$ cat src/rtl/call_stack.sv
// Return-address stack for the 19-bit CPU: CALL pushes the return PC, RET reads
// the top entry combinationally and drops it at the next edge.
module call_stack #(
  parameter int ADDR_W = 19,
  parameter int DEPTH  = 16,
  parameter int CNT_W  = $clog2(DEPTH + 1)
) (
  input  logic              clk,
  input  logic              rst,
  input  logic              push,
  input  logic              pop,
  input  logic [ADDR_W-1:0] push_addr,
  input  logic              clr_err,
  output logic [ADDR_W-1:0] ret_addr,
  output logic [CNT_W-1:0]  count,
  output logic              empty,
  output logic              full,
  output logic              overflow,
  output logic              underflow
);

  localparam int AW = $clog2(DEPTH);

  logic [ADDR_W-1:0] mem [DEPTH];
  logic [CNT_W-1:0]  sp_reg, sp_next;
  logic              overflow_reg, overflow_next;
  logic              underflow_reg, underflow_next;
  logic              ovf_set, unf_set;
  logic              wr_en;
  logic [AW-1:0]     wr_idx;
  logic [AW-1:0]     top_idx;
  logic [AW-1:0]     sp_idx;

  assign empty   = (sp_reg == '0);
  assign full    = (sp_reg == CNT_W'(DEPTH));
  assign count   = sp_reg;
  assign sp_idx  = AW'(sp_reg);
  assign top_idx = sp_idx - AW'(1);

  // Gated on empty so a never-written slot can't leak onto the PC mux.
  assign ret_addr  = empty ? '0 : mem[top_idx];
  assign overflow  = overflow_reg;
  assign underflow = underflow_reg;

  always_comb begin
    sp_next = sp_reg;
    wr_en   = 1'b0;
    wr_idx  = '0;
    ovf_set = 1'b0;
    unf_set = 1'b0;
    unique case ({push, pop})
      2'b10: begin
        if (full) begin
          ovf_set = 1'b1;
        end else begin
          wr_en   = 1'b1;
          wr_idx  = sp_idx;
          sp_next = sp_reg + CNT_W'(1);
        end
      end
      2'b01: begin
        if (empty) unf_set = 1'b1;
        else       sp_next = sp_reg - CNT_W'(1);
      end
      2'b11: begin
        // RET+CALL replaces the top; on an empty stack the push still lands.
        wr_en = 1'b1;
        if (empty) begin
          wr_idx  = '0;
          sp_next = CNT_W'(1);
          unf_set = 1'b1;
        end else begin
          wr_idx = top_idx;
        end
      end
      default: ;
    endcase
    overflow_next  = (overflow_reg & ~clr_err) | ovf_set;
    underflow_next = (underflow_reg & ~clr_err) | unf_set;
  end

  always_ff @(posedge clk) begin
    if (rst) begin
      sp_reg        <= '0;
      overflow_reg  <= 1'b0;
      underflow_reg <= 1'b0;
    end else begin
      sp_reg        <= sp_next;
      overflow_reg  <= overflow_next;
      underflow_reg <= underflow_next;
    end
  end

  // Entry storage carries no reset; validity is tracked by sp alone.
  always_ff @(posedge clk) begin
    if (!rst && wr_en) mem[wr_idx] <= push_addr;
  end

endmodule
$ cat config.mk
export PLATFORM = sky130hd
export DESIGN_NAME = call_stack
export DESIGN_NICKNAME = d
export VERILOG_FILES = /design/src/rtl/call_stack.sv
export SDC_FILE = /design/constraint.sdc
export NUM_CORES = 1
export LEC_CHECK = 0
export BUFFER_PORTS_ARGS = -buffer_cell sky130_fd_sc_hd__buf_4
export CORE_MARGIN = 3
export CORE_UTILIZATION = 56
export DETAILED_ROUTE_END_ITERATION = 6
export PLACE_DENSITY = 0.75
export SYNTH_ARGS = -nofsm -noshare
export SYNTH_HDL_FRONTEND = slang
export SYNTH_SLANG_ARGS = --single-unit
$ cat constraint.sdc
create_clock -name clk -period 5.1 [get_ports clk]
set_clock_uncertainty 0.15 [all_clocks]
set_input_delay 0 -clock clk [delete_from_list [all_inputs] [get_ports clk]]
set_output_delay 0 -clock clk [all_outputs]
set_load 0.01 [all_outputs]
==> results.json, run 1 <==
{
  "status": "finished clean",
  "synthAdderAreaFrac": 0.00670,
  "cts_tree": "built",
  "hp-class": "primary input to register",
  "cap_viol_max_count": 0,
  "dp_hpwl_um": 14000,
  "root_buffer": "clkbuf_16",
  "finalHoldViolations": 0,
  "grt_use_total": 0.209,
  "io_pins": 52,
  "arrival_ns": 4.49,
  "netlist_instances": 582,
  "cp_max_fo": 33,
  "area_growth_pct": 16.1,
  "wl_per_cell_um": 24.8,
  "power_density_nw_per_um2": 447,
  "met2_length_um": 11900,
  "numCtsBuffers": 30,
  "final_nets": 709,
  "grt_setup_unrepaired": "false",
  "routabilityCongestion": 0.917,
  "ys_warn_count": 0,
  "clock-sinks": 311,
  "synth_edf_count": 304,
  "highest_layer": "met4",
  "async_flop_share": 0,
  "dr_wl_met3_um": 1350,
  "synth_area_leaders": "edfxtp_1 74%, mux4_2 14%, mux2i_1 3.2%",
  "syn_area_per_cell_um2": 21.2,
  "syn_nets": 612,
  "synth_area_um2": 12300,
  "post-route-period-util": 0.814,
  "dp.cells": 895,
  "layout_commonest_cell": "edfxtp_1",
  "crit_type": "register to register",
  "die_w_um": 154,
  "top_register": "mem",
  "drc": 0,
  "fmax_ghz": 0.241,
  "clk_pin_slew_ns": 0.06,
  "grt_pass1_wl_um": 37900,
  "yosysSeqAreaShare": 0.752,
  "grt_pass1_vias": 6407,
  "synth_compound_area_frac": 0.0250,
  "design.core.area_um2": 21400,
  "die_h_um": 154,
  "dieArea_um2": 23800,
  "routed_wl_um": 24200,
  "yosysTopAreaCell": "edfxtp_1",
  "slew_headroom": 0.245,
  "setup_tns_ns": 0,
  "vias_per_cell": 6.23,
  "rows": 53,
  "p_leak_nw": 4.66,
  "drive_above_1_share": 0.304,
  "min_period_ns": 4.15,
  "antenna_found_initial": 1,
  "required_ns": 5.44,
  "ys_ff_latch": 311,
  "drtIter0Drc": 490,
  "drt-met1-wl_um": 10200,
  "cts_setup_buffers": 0,
  "synth_top_area_frac": 0.740,
  "clock_latency_ns": 0.54,
  "grt-ovfl-total": 0,
  "port_buffers": 51,
  "synthSimpleGateAreaFrac": 0.0276,
  "synthMuxAreaShare": 0.171,
  "largest_register_ffs": 304,
  "maxSlewViolCount": 0,
  "synth_flop_cell": "edfxtp_1",
  "ctsResizeCount": 0,
  "grt_max_degree": 80,
  "vdd.ir_drop.worst_uv": 319,
  "cts_buffer_depth": 3,
  "worstMarginPinSlew_ns": 1.13,
  "end_kind": "register",
  "final_cell_mix": "304 x edfxtp_1, 76 x mux4_2, 67 x buf_4, 40 x mux2i_1, 31 x clkbuf_16",
  "ant_nets": 0,
  "synth_top_family_by_area": "multiplexers",
  "critPathLaunchType": "register",
  "drtPass1Iterations": 5,
  "vias": 6092,
  "htreeDepth": 1,
  "n_antenna_cell": 0,
  "start_util": 0.578,
  "setup_viol": 0,
  "synthXorXnorAreaFrac": 0.00284,
  "synth.distinct_cells": 44,
  "finalNonFillerCells": 978
}
logic make-up after synthesis:
kind of cell / Yosys count
buffers and inverters: 36
muxes: 116
and+or+nand+nor: 64
adders and majority gates: 6
xor gates and xnor gates: 4
AOI/OAI and AO/OA: 45
DFF: 311
critical path, cell delays in order (launching register included):
cell and delay [ns]:
dfxtp_4 0.72, inv_1 0.26, ha_4 0.25, or3b_4 0.25
nor2_1 0.07, a311oi_4 0.21, dlygate4sd3_1 0.69, nand4b_1 0.13
dlygate4sd3_1 0.59, a221oi_2 0.21, dlygate4sd3_1 0.57
per-layer routing:
metal | GRT usage | up-vias
met1 | 0.306 | 3185
li1 | - | 2622
met4 | 0.0585 | 0
met5 | 0 | -
met2 | 0.339 | 228
met3 | 0.0302 | 57
worst paths after layout:
| path | from | endpoint | slack [ns] | cells past startpoint |
|---|---|---|---|---|
| worst max-delay path | count[0]$_SDFFE_PP0P_ | count[4]$_SDFFE_PP0P_ | 0.95 | 10 |
| worst max register to register | count[0]$_SDFFE_PP0P_ | count[4]$_SDFFE_PP0P_ | 0.95 | 10 |
| worst min-delay path | rst | count[0]$_SDFFE_PP0P_ | 0.12 | 3 |
| worst min register to register | underflow$_SDFF_PP0_ | underflow$_SDFF_PP0_ | 0.46 | 3 |
cell type report:
cell class | instances | area (um2)
flip-flops and latches | 311 | 9270
clock buffers | 36 | 795
clock inverters | 20 | 168
fillers | 1377 | 7040
inverters | 7 | 26.3
well taps | 275 | 344
multi-input cells | 235 | 2940
repair buffers | 94 | 773
cells in the mapped netlist (2+ instances only):
cell type	count
inv_1	6
buf_2	11
a21o_1	2
mux2i_1	40
dfxtp_1	7
a21oi_1	8
mux4_2	76
xor2_1	3
o21ai_0	6
nand3_1	5
nand2_1	6
edfxtp_1	304
nor3_1	2
nor2b_1	9
o22ai_1	19
buf_4	8
nand2b_1	6
nor2_1	26
clkbuf_1	8
ha_1	5
o21a_1	2
metrics by stage:
step	area (um2)	utilization	hold slack, ns	worst slack, ns	total power, mW
floorplan	12300	-	-0.0511	1.49	3.85
global placement	13100	0.613	0.0898	1.47	4.30
detailed placement	13100	0.613	0.0965	1.42	4.32
CTS	14300	0.670	0.0842	0.942	6.44
global route	14300	0.670	0.137	0.709	6.62
finish	14300	0.670	0.121	0.948	6.40
repair_timing:
item,CTS,global route
endpoints found under the setup margin,0,0
hold endpoints to repair,311,0
hold buffers,27,0
report_power, final:
part           total, mW  leakage (nW)  switching, mW  internal (mW)
registers           2.92          2.80         0.0486           2.87
clock network       2.11         0.462          0.894           1.22
logic               1.37          1.40          0.731          0.634
Power figures use the tool's default switching activity.
==> run 2: changes to the inputs <==
- CORE_UTILIZATION: 56 -> 55
- PLACE_DENSITY: 0.75 -> 0.77
- clock period: 5.1 -> 3.7 ns (I/O delays scaled with it)
==> results.json, run 2 (synthesis gave the netlist of run 1 again) <==
{
  "antenna_found_initial": 1,
  "root_buffer": "clkbuf_16",
  "cts_buffer_depth": 3,
  "status": "finished clean",
  "largest_register_ffs": 304,
  "htreeDepth": 1,
  "drc": 0,
  "grt_max_degree": 54,
  "routabilityCongestion": 0.951,
  "cap_viol_max_count": 0,
  "post-route-period-util": 0.900,
  "dieArea_um2": 24300,
  "n_antenna_cell": 0,
  "grt_pass1_vias": 6552,
  "end_kind": "register",
  "rows": 54,
  "numCtsBuffers": 30,
  "dp_hpwl_um": 16100,
  "grt_pass1_wl_um": 41400,
  "required_ns": 4.00,
  "min_period_ns": 3.33,
  "wl_per_cell_um": 27.2,
  "clock_latency_ns": 0.53,
  "vdd.ir_drop.worst_uv": 429,
  "drtPass1Iterations": 5,
  "nFillCells": 1348,
  "p_switching_mw": 2.30,
  "port_buffers": 51,
  "clock-sinks": 311,
  "die_h_um": 156,
  "layout_commonest_cell": "edfxtp_1",
  "hp-class": "primary input to register",
  "worstMarginPinSlew_ns": 0.985,
  "io_pins": 52,
  "vias": 6290,
  "maxSlewViolCount": 0,
  "drive_above_1_share": 0.317,
  "ant_nets": 0,
  "top_register": "mem",
  "clock_power_share": 0.324,
  "power_density_nw_per_um2": 609,
  "finalHoldViolations": 0,
  "routed_wl_um": 26900,
  "final_cell_mix": "304 x edfxtp_1, 76 x mux4_2, 72 x buf_4, 40 x mux2i_1, 31 x clkbuf_16",
  "grt_setup_unrepaired": "false",
  "cp_max_fo": 7,
  "seqPwrFrac": 0.453,
  "cts_tree": "built",
  "switching_share": 0.261,
  "die_w_um": 156,
  "drtIter0Drc": 781,
  "internal_power_mw": 6.51,
  "slew_headroom": 0.343,
  "ctsResizeCount": 0,
  "grt_use_total": 0.229,
  "grt-ovfl-total": 0,
  "area_growth_pct": 17.3,
  "arrival_ns": 3.63,
  "vias_per_cell": 6.35,
  "p_leak_nw": 4.73,
  "design.core.area_um2": 22000,
  "fmax_ghz": 0.300,
  "setup_tns_ns": 0,
  "critPathLaunchType": "register",
  "start_util": 0.562,
  "crit_type": "register to register",
  "power_frac_comb": 0.223,
  "clk_pin_slew_ns": 0.06,
  "setup_viol": 0,
  "final_nets": 721,
  "power_mw": 8.81
}
-- run 2: cell type report --
| type | instances | area (um2) | share of cell area |
|---|---|---|---|
| clock inverter | 16 | 130 | 0.00899 |
| tap | 280 | 350 | 0.0242 |
| inverter | 7 | 26.3 | 0.00182 |
| multi-input combinational | 235 | 2940 | 0.203 |
| clock buffer | 35 | 791 | 0.0547 |
| timing repair buffer | 106 | 961 | 0.0664 |
| sequential | 311 | 9270 | 0.641 |
-- run 2: timing repair --
item                                   CTS  global route
endpoints found under the hold margin  311             0
setup buffers                            0             0
hold buffers                            26             0
-- run 2: through the flow --
| step | utilization | setup WS [ns] | area [um2] | hold WS, ns | std cells |
|---|---|---|---|---|---|
| floorplan | - | 0.0907 | 12300 | -0.0511 | 582 |
| global placement | 0.605 | 0.853 | 13300 | 0.0814 | 913 |
| detailed placement | 0.605 | 0.709 | 13300 | 0.0905 | 913 |
| CTS | 0.659 | 0.387 | 14500 | 0.101 | 990 |
| global route | 0.659 | 0.250 | 14500 | 0.120 | 990 |
| finish | 0.659 | 0.368 | 14500 | 0.120 | 990 |
-- run 2: metal layers --
layer	GRT usage	vias to the layer above	wire length (um)
met3	0.0405	54	2360
met4	0.0538	2	608
met1	0.339	3262	10600
met5	0	-	13
li1	-	2633	-
met2	0.367	339	13300
-- run 2: worst paths after layout --
check                                           start                    end  slack, ns  cells past startpoint
worst max register to register  count[1]$_SDFFE_PP0P_  count[4]$_SDFFE_PP0P_       0.37                      8
worst max-delay path            count[1]$_SDFFE_PP0P_  count[4]$_SDFFE_PP0P_       0.37                      8
worst min-delay path                              rst  count[4]$_SDFFE_PP0P_       0.12                      3
worst min register to register    overflow$_SDFF_PP0_    overflow$_SDFF_PP0_       0.48                      3
-- run 2: worst max-delay path, cell delays in order (launching register included) --
cell,delay [ns]
dfxtp_1,0.37
inv_1,0.20
ha_4,0.18
or3b_4,0.40
a311oi_4,0.38
dlygate4sd3_1,0.69
nand4b_1,0.10
dlygate4sd3_1,0.57
a221oi_2,0.21
-- run 2: power groups by stage --
stage / Clock [mW] / Sequential (mW) / Combinational, mW
2_1_floorplan: 0 / 4.06 / 1.25
3_3_place_gp: 0 / 4.06 / 1.90
3_5_place_dp: 0 / 4.06 / 1.94
4_1_cts: 2.90 / 3.99 / 1.98
5_1_grt: 3.03 / 4.00 / 2.11
6_report: 2.85 / 3.99 / 1.97
==> run 3: changes to the inputs <==
- PLACE_DENSITY: 0.77 -> 0.75
==> results.json, run 3 (synthesis gave the netlist of run 1 again) <==
{
  "status": "finished clean",
  "cap_viol_max_count": 0,
  "area_growth_pct": 17.0,
  "die_w_um": 156,
  "drive_above_1_share": 0.315,
  "vias": 6092,
  "arrival_ns": 3.32,
  "clk_pin_slew_ns": 0.07,
  "maxSlewViolCount": 0,
  "design.core.area_um2": 22000,
  "layout_commonest_cell": "edfxtp_1",
  "drc": 0,
  "dp_slack_ns": 0.781,
  "required_ns": 3.55,
  "io_pins": 52,
  "cts_tree": "built",
  "slew_headroom": 0.494,
  "reg2reg_to": "mem[10][3]$_DFFE_PP_",
  "dieArea_um2": 24300,
  "cp_slowest_stage_delay_ns": 0.63,
  "grt_pass1_wl_um": 40200,
  "fmax_ghz": 0.288,
  "wl_per_cell_um": 26.4,
  "ctsResizeCount": 0,
  "die_h_um": 156,
  "clock_latency_ns": 0.55,
  "p_leak_nw": 4.73,
  "largest_register_ffs": 304,
  "grt_max_degree": 72,
  "end_kind": "primary output",
  "grt_pass1_vias": 6311,
  "finalWorstSetupSlack_ns": 0.230,
  "critPathLaunchType": "register",
  "top_register": "mem",
  "vias_per_cell": 6.10,
  "r2r.worst_path.cells": 8,
  "finalNonFillerCells": 998,
  "start_util": 0.562,
  "grt_use_total": 0.224,
  "post-route-period-util": 0.938,
  "worstReg2RegStart": "count[0]$_SDFFE_PP0P_",
  "min_from": "rst",
  "r2r_setup_slack_ns": 0.83,
  "port_buffers": 51,
  "root_buffer": "clkbuf_16",
  "routed_wl_um": 26400,
  "cp_max_fo": 34,
  "power_density_nw_per_um2": 609,
  "whs_endpoint": "count[3]$_SDFFE_PP0P_",
  "dp.cells": 914,
  "drtPass1Iterations": 5,
  "crit_type": "register to primary output",
  "cts_buffer_depth": 3,
  "whs_path_depth": 3,
  "final_nets": 724,
  "setup_tns_ns": 0,
  "finalHoldViolations": 0,
  "routabilityCongestion": 0.804,
  "n_antenna_cell": 0,
  "grt_setup_unrepaired": "false",
  "cts_setup_buffers": 0,
  "numCtsBuffers": 30,
  "drtIter0Drc": 548,
  "setup_viol": 0,
  "antenna_found_initial": 2,
  "dp_hpwl_um": 14900,
  "hp-class": "primary input to register",
  "ant_nets": 0,
  "clock-sinks": 311,
  "min_period_ns": 3.47,
  "final_cell_mix": "304 x edfxtp_1, 79 x buf_4, 76 x mux4_2, 40 x mux2i_1, 30 x clkbuf_16",
  "grt-ovfl-total": 0,
  "htreeDepth": 1,
  "slowest_stage": "ha_4",
  "path_common_cell": "buf_4",
  "crit_path_cell_trace": "inv_1 -> ha_4 -> buf_4 -> mux4_2 -> mux2i_1 -> o22ai_1 -> buf_4",
  "worstMarginPinSlew_ns": 0.759,
  "vdd.ir_drop.worst_uv": 400,
  "rows": 54,
  "power_mw": 8.78
}
-- run 3: cell types whose count changed in the layout (fill, tap and decap cells not counted) --
cell	delta
buf_12	-6
buf_4	+7
clkbuf_1	+2
clkbuf_16	-1
clkinv_1	+3
clkinv_2	-1
clkinv_8	+1
dlygate4sd3_1	+2
inv_6	+1
-- run 3: how the worst max path moves through the flow --
stage	start	to	slack, ns
3_3_place_gp	count[0]$_SDFFE_PP0P_	ret_addr[7]	0.86
4_1_cts	count[0]$_SDFFE_PP0P_	ret_addr[16]	0.15
5_1_grt	count[0]$_SDFFE_PP0P_	ret_addr[16]	0.02
3_5_place_dp	count[0]$_SDFFE_PP0P_	ret_addr[7]	0.78
2_1_floorplan	count[0]$_SDFFE_PP0P_	mem[1][0]$_DFFE_PP_	0.09
6_report	count[0]$_SDFFE_PP0P_	ret_addr[16]	0.23
-- run 3: per-stage QoR --
step,cell area [um2],utilization,hold slack [ns]
floorplan,12300,-,-0.0511
global placement,13200,0.602,0.0910
detailed placement,13200,0.602,0.101
CTS,14400,0.657,0.0774
global route,14400,0.657,0.146
finish,14400,0.657,0.120
-- run 3: final cells by class --
class	count	area, um2
clock buffer	36	773
clock inverter	20	161
fill	1393	7520
inverter	7	26.3
multi-input combinational	235	2940
sequential	311	9270
tap	280	350
timing repair buffer	109	913
-- run 3: layer usage --
layer  vias up  GRT usage  part of all wire
met5         -          0            0.0010
met4         4     0.0706             0.032
met1      3163      0.326              0.41
met3        59     0.0350             0.055
met2       217      0.358              0.50
li1       2649          -                 -
-- run 3: what timing repair did --
action,4_1_cts,5_1_grt
endpoints found under the setup margin,0,0
endpoints found under the hold margin,311,0
hold buffers,28,0
-- run 3: critical path, delay by kind of cell (launching register included) --
family	cells	cell delay, ns
buf+inv	3	0.83
compound gates	1	0.14
fa+ha+maj	1	0.63
mux	2	0.61
flops	1	0.54
-- run 3: power breakdown --
| part | total [mW] | internal (mW) | switching, mW |
|---|---|---|---|
| Combinational | 1.90 | 0.896 | 1.00 |
| Sequential | 4.01 | 3.96 | 0.0526 |
| Clock | 2.87 | 1.63 | 1.24 |
| Total | 8.78 | 6.49 | 2.30 |
